==> src/rtl/wb4_fifo_wr_arbiter.sv <==
// wb4_fifo_wr_arbiter: round-robin arbiter that shares one pipelined
// Wishbone B4 FIFO write port among several producer masters.
module wb4_fifo_wr_arbiter #(
    parameter int P_NUM_REQ   = 4,
    parameter int P_DATA_MSB  = 7,
    parameter int P_BURST_MAX = 8
) (
    input  logic                                 i_clk,
    input  logic                                 i_rst,
    input  logic [P_NUM_REQ-1:0]                 i_wb4_req_cyc,
    input  logic [P_NUM_REQ-1:0]                 i_wb4_req_stb,
    input  logic [P_NUM_REQ*(P_DATA_MSB+1)-1:0]  i_wb4_req_data,
    output logic [P_NUM_REQ-1:0]                 o_wb4_req_ack,
    output logic [P_NUM_REQ-1:0]                 o_wb4_req_stall,
    output logic                                 o_wb4_fifo_cyc,
    output logic                                 o_wb4_fifo_stb,
    output logic [P_DATA_MSB:0]                  o_wb4_fifo_data,
    input  logic                                 i_wb4_fifo_ack,
    input  logic                                 i_wb4_fifo_stall,
    output logic [P_NUM_REQ-1:0]                 o_grant
);

    localparam int W     = P_DATA_MSB + 1;
    localparam int IDX_W = $clog2(P_NUM_REQ);
    localparam int CNT_W = $clog2(P_BURST_MAX + 1);

    localparam logic [CNT_W-1:0] CNT_MAX  = CNT_W'(P_BURST_MAX);
    localparam logic [IDX_W-1:0] IDX_LAST = IDX_W'(P_NUM_REQ - 1);

    typedef enum logic [1:0] {
        S_IDLE,
        S_GRANT,
        S_DRAIN
    } state_t;

    state_t           state;
    state_t           state_nxt;
    logic [IDX_W-1:0] gnt_idx;
    logic [IDX_W-1:0] gnt_idx_nxt;
    logic [IDX_W-1:0] last_ptr;
    logic [IDX_W-1:0] last_ptr_nxt;
    logic [CNT_W-1:0] beat_cnt;
    logic [CNT_W-1:0] beat_cnt_nxt;
    logic [CNT_W-1:0] outst;
    logic [CNT_W-1:0] outst_nxt;

    logic             pick_vld;
    logic [IDX_W-1:0] pick_idx;
    logic [IDX_W-1:0] scan_idx;

    logic             cyc_g;
    logic             stb_g;
    logic [W-1:0]     data_g;

    logic             cap;
    logic             accepted;
    logic             ack_vld;

    // Round-robin pick: first requester with CYC high after the last owner.
    always_comb begin
        pick_vld = 1'b0;
        pick_idx = '0;
        scan_idx = '0;
        for (int i = 1; i <= P_NUM_REQ; i++) begin
            scan_idx = IDX_W'((int'(last_ptr) + i) % P_NUM_REQ);
            if (!pick_vld && i_wb4_req_cyc[scan_idx]) begin
                pick_vld = 1'b1;
                pick_idx = scan_idx;
            end
        end
    end

    // Select the granted requester's CYC, STB and data.
    always_comb begin
        cyc_g  = 1'b0;
        stb_g  = 1'b0;
        data_g = '0;
        for (int k = 0; k < P_NUM_REQ; k++) begin
            if (gnt_idx == IDX_W'(k)) begin
                cyc_g  = i_wb4_req_cyc[k];
                stb_g  = i_wb4_req_stb[k];
                data_g = i_wb4_req_data[k*W +: W];
            end
        end
    end

    // Next-state logic and all bus outputs of the tenure FSM.
    always_comb begin
        cap = (beat_cnt == CNT_MAX);
        // An ACK with nothing outstanding is stray and is swallowed.
        ack_vld = i_wb4_fifo_ack && (outst != '0);

        state_nxt    = state;
        gnt_idx_nxt  = gnt_idx;
        last_ptr_nxt = last_ptr;

        o_wb4_fifo_cyc  = 1'b0;
        o_wb4_fifo_stb  = 1'b0;
        o_wb4_fifo_data = '0;
        o_wb4_req_ack   = '0;
        o_wb4_req_stall = '1;
        o_grant         = '0;

        unique case (state)
            S_IDLE: begin
                if (pick_vld) begin
                    state_nxt   = S_GRANT;
                    gnt_idx_nxt = pick_idx;
                end
            end
            S_GRANT: begin
                o_wb4_fifo_cyc           = 1'b1;
                o_wb4_fifo_stb           = stb_g && !cap;
                o_wb4_fifo_data          = data_g;
                o_wb4_req_stall[gnt_idx] = i_wb4_fifo_stall || cap;
                o_wb4_req_ack[gnt_idx]   = ack_vld && cyc_g;
                o_grant[gnt_idx]         = 1'b1;
                // With cap set STB is forced low, so no beat can land.
                if (!cyc_g || cap) begin
                    state_nxt = S_DRAIN;
                end
            end
            S_DRAIN: begin
                o_wb4_fifo_cyc         = 1'b1;
                o_wb4_req_ack[gnt_idx] = ack_vld && cyc_g;
                o_grant[gnt_idx]       = 1'b1;
                if (outst == '0) begin
                    state_nxt    = S_IDLE;
                    last_ptr_nxt = gnt_idx;
                end
            end
            default: begin
                state_nxt = S_IDLE;
            end
        endcase

        accepted = o_wb4_fifo_stb && !i_wb4_fifo_stall;
    end

    // Beat and outstanding-ACK counters.
    always_comb begin
        beat_cnt_nxt = beat_cnt;
        outst_nxt    = outst;

        if (state == S_IDLE && pick_vld) begin
            beat_cnt_nxt = '0;
        end else if (accepted && !cap) begin
            beat_cnt_nxt = beat_cnt + 1'b1;
        end

        // Accept and ACK in the same cycle cancel out.
        if (accepted && !ack_vld) begin
            if (outst != CNT_MAX) begin
                outst_nxt = outst + 1'b1;
            end
        end else if (!accepted && ack_vld) begin
            outst_nxt = outst - 1'b1;
        end
    end

    // State and counter registers.
    always_ff @(posedge i_clk or posedge i_rst) begin
        if (i_rst) begin
            state    <= S_IDLE;
            gnt_idx  <= '0;
            last_ptr <= IDX_LAST;
            beat_cnt <= '0;
            outst    <= '0;
        end else begin
            state    <= state_nxt;
            gnt_idx  <= gnt_idx_nxt;
            last_ptr <= last_ptr_nxt;
            beat_cnt <= beat_cnt_nxt;
            outst    <= outst_nxt;
        end
    end

endmodule

==> config.mk <==
export PLATFORM = sky130hd
export DESIGN_NAME = wb4_fifo_wr_arbiter
export DESIGN_NICKNAME = d
export VERILOG_FILES = /design/src/rtl/wb4_fifo_wr_arbiter.sv
export SDC_FILE = /design/constraint.sdc
export NUM_CORES = 1
export LEC_CHECK = 0
export ABC_AREA = 1
export BUFFER_PORTS_ARGS = -buffer_cell sky130_fd_sc_hd__buf_2
export CORE_MARGIN = 1.5
export CORE_UTILIZATION = 50
export CTS_CLUSTER_SIZE = 10
export DETAILED_ROUTE_END_ITERATION = 16
export PLACE_DENSITY = 0.83
export SYNTH_ARGS = -nofsm -noshare
export SYNTH_HDL_FRONTEND = slang
export SYNTH_SLANG_ARGS = --single-unit
==> constraint.sdc <==
create_clock -name i_clk -period 5.2 [get_ports i_clk]
set_clock_uncertainty 0.05 [all_clocks]
set_input_delay 0.26 -clock i_clk [delete_from_list [all_inputs] [get_ports i_clk]]
set_output_delay 0.26 -clock i_clk [all_outputs]
set_load 0.02 [all_outputs]
==> metrics.md <==
| Metric | Value |
|---|---|
| Status | finished clean |
| Commonest cells after routing, fill and taps aside | buf_2, nand2_1, inv_1, nor2_1, nand3_1 |
| Final estimated routing congestion in global placement | 0.780 |
| Number of fill cells in the layout | 282 |
| Average wire per standard cell | 11.7 um |
| Largest net degree at the start of global routing | 15 |
| Floorplan die width | 59.1 um |
| CP startpoint kind | flop |
| Summed negative setup slack over all endpoints | 0 ns |
| Number of antenna-violating nets in the routed design | 0 |
| Final Hold Viols | 0 |
| Antenna violations before repair | 0 |
| Register-to-register setup slack | 2.67 ns |
| Total CTS buffers | 3 |
| Clock network latency to the later pin of the worst-skew pair | 0.28 ns |
| Top-level I/O count | 66 |
| Area of the die | 3500 um2 |
| Shortest clock period the worst path allows after layout | 2.53 ns |
| FFs w/ async S/R, synth | 1.00 |
| Ratio of cells with drive above 1 in the final layout | 0.347 |
| Delay-heaviest family, CP | simple AND/OR/NAND/NOR gates |
| Startpoint of the most critical hold path | i_wb4_fifo_stall |
| Area Growth Syn to Fin | 24.2% |
| Number of vias per cell after detailed routing | 5.01 |
| Mean Syn Cell Area | 7.16 um2 |
| Distinct cell type count of the synthesized netlist | 42 |
| Number of max-capacitance violations reported | 0 |
| Worst Tran Pin Value | 0.601 ns |
| Register bit count reported by yosys | 14 |
| Overall via count from detail_route | 1,648 |
| Remaining routing DRC violations | 0 |
| Setup repair after global routing missed its margin | false |
| Starting DRC count in detailed routing | 103 |
| # H-tree levels | 1 |
| Maximum net fanout on the critical path | 11 |
| FF-to-FF Start | state[1]$_DFFE_PP0P_ |
| Warnings, synthesis | 0 |
| Maximum VDD drop | 303 uV |
| Gate count after technology mapping | 220 |
| Portion of the post-synthesis area used by sequential elements | 0.224 |
| Upper clock frequency limit | 0.395 GHz |
| Library cell contributing the largest single delay on the critical path | dfrtp_1 |
| Clock Tree Buf Depth | 2 |
| Cell repeated most along the worst path | nand2_1 |
| Fin nets | 338 |
| Root Driver | clkbuf_4 |
| Placeable Area | 3030 um2 |
| Arr. time, crit path | 2.66 ns |
| Path type of the worst min-delay path | input port to flop |
| Y dimension of the die | 59.1 um |
| Crit-path max cell delay | 0.41 ns |
| Worst reg-to-reg path cell count | 14 |
| Endpoint of the worst hold-timing path | beat_cnt[0]$_DFFE_PP0P_ |
| Overall overflow remaining after global route | 0 |
| Final standard cell count with taps included and fillers excluded | 329 |
| Critical Path Sink Type | flop |
| First-pass DRT Iterations | 4 |
| Via count of the first global-routing pass | 1,373 |
| Tightest slew margin relative to the limit | 0.599 |
| Most common library cell in the layout ignoring fill and taps | buf_2 |
| Reg clk slew, reported paths | 0.08 ns |
| Period utilization | 0.487 |
| Hold path cells | 4 |
| Count of input and output buffers | 65 |
| Antenna diode count | 0 |
| Count of endpoints failing setup in the final report | 0 |
| Initial Utilization | 0.520 |
| CTS tree | built |
| GRT Util Overall | 0.219 |
| Leakage power of the design | 1.05 nW |
| Synthesized net count | 272 |
| Global-route wire length before repair | 5980 um |
| Inst Count DP | 324 |
| Count of flip-flops with a built-in enable after synthesis | 0 |
| Slew Limit Fails | 0 |
| Terminus of the critical flop-to-flop path | outst[3]$_DFFE_PP0P_ |
| Clock Sink Count | 14 |
| Prevailing post-synth register cell | dfrtp_1 |
| Worst path buffer plus inverter count | 2 |
| Final HPWL from detailed placement | 3170 um |
| Worst Setup Path Type | flop to flop |
| Power Dens Cells | 606 nW/um2 |
| Total wire length | 3860 um |
| Row count | 20 |
| Cell Area, Synth | 1580 um2 |
| Critical-path cell list | inv_1, ha_1, nand2_1, nor2_4, nand4_4, ha_1, a21oi_1, nand2_1, nand2_1, inv_1, nor2_1, nand2_1, nand2_1, nand2_1 |
| Worst endpoint required time | 5.33 ns |
## worst register-to-register path, stage by stage, from the launching register on
cell	delay, ns
dfrtp_1	0.41
inv_1	0.09
ha_1	0.37
nand2_1	0.19
nor2_4	0.18
nand4_4	0.18
ha_1	0.36
a21oi_1	0.14
nand2_1	0.08
nand2_1	0.06
inv_1	0.04
nor2_1	0.11
nand2_1	0.07
nand2_1	0.06
nand2_1	0.04
## synth_stat cells, types with 3 or more instances
| library cell | instances | area (um2) |
|---|---|---|
| buf_6 | 3 | 33.8 |
| o211ai_1 | 4 | 30.0 |
| nand2_1 | 50 | 188 |
| ha_1 | 7 | 87.6 |
| nor2_1 | 20 | 75.1 |
| xor2_1 | 3 | 26.3 |
| o21ai_2 | 7 | 61.3 |
| o21ai_0 | 10 | 50.1 |
| inv_1 | 33 | 124 |
| a221oi_1 | 4 | 35.0 |
| nor3_1 | 5 | 25.0 |
| nand3_1 | 17 | 85.1 |
| o31ai_1 | 5 | 37.5 |
| dfrtp_1 | 12 | 300 |
## area by class of cell
| cell class | count | area [um2] | area share |
|---|---|---|---|
| multi-input combinational | 165 | 1040 | 0.531 |
| sequential | 14 | 353 | 0.180 |
| timing repair buffer | 66 | 335 | 0.171 |
| inverter | 36 | 138 | 0.0703 |
| tap | 44 | 55.1 | 0.0281 |
| clock buffer | 4 | 36.3 | 0.0185 |
## cells by family (layout without fill, tap and decap cells)
kind of cell             count (synthesis)  count (layout)  share of synthesized area
AO/OA/AOI/OAI                           42              42                      0.191
XOR/XNOR                                 4               4                     0.0270
adder cells (fa/ha/maj)                  8               8                     0.0683
buffers and inverters                   41             106                      0.116
flip-flops                              14              14                      0.224
AND/OR/NAND/NOR                        111             111                      0.373
## flip-flops by register name (all words and copies together) (netlist names)
signal,cells
beat_cnt,4
outst,4
gnt_idx,2
last_ptr,2
state,2
## per-layer routing
layer,wire [um],share of wire,global-route usage
met4,4,0.0010,0.00974
met3,198,0.051,0.0437
met1,1830,0.47,0.315
met2,1820,0.47,0.360
met5,0,0,0
## report_power, final
group / switching, mW / internal (mW)
clock: 0.0343 / 0.0426
sequential: 0.0910 / 0.162
combinational: 0.553 / 0.304
## stage by stage
step / power (mW) / setup WS (ns) / utilization / area (um2) / hold slack, ns
6_report: 1.19 / 2.67 / 0.646 / 1960 / 0.351
5_1_grt: 1.30 / 2.47 / 0.646 / 1960 / 0.366
4_1_cts: 1.19 / 2.66 / 0.646 / 1960 / 0.344
3_5_place_dp: 1.11 / 2.68 / 0.631 / 1910 / 0.269
3_3_place_gp: 1.09 / 2.81 / 0.631 / 1910 / 0.271
2_1_floorplan: 0.930 / 3.09 / - / 1580 / 0.0978
## how the worst max path moves through the flow
stage / startpoint / endpoint / slack, ns / cells after the start
3_3_place_gp: state[1]$_DFFE_PP0P_ / outst[3]$_DFFE_PP0P_ / 2.81 / 14
4_1_cts: state[1]$_DFFE_PP0P_ / outst[3]$_DFFE_PP0P_ / 2.66 / 14
5_1_grt: state[1]$_DFFE_PP0P_ / outst[3]$_DFFE_PP0P_ / 2.47 / 14
6_report: state[1]$_DFFE_PP0P_ / outst[3]$_DFFE_PP0P_ / 2.67 / 14
2_1_floorplan: beat_cnt[0]$_DFFE_PP0P_ / outst[3]$_DFFE_PP0P_ / 3.09 / 15
3_5_place_dp: state[1]$_DFFE_PP0P_ / outst[3]$_DFFE_PP0P_ / 2.68 / 14
## repair_timing
item | 4_1_cts | 5_1_grt
hold endpoints to repair | 12 | 0
setup buffers | 0 | 0
hold buffers | 1 | 0
resized for setup | 0 | 0
(Power assumes the default switching activity.)
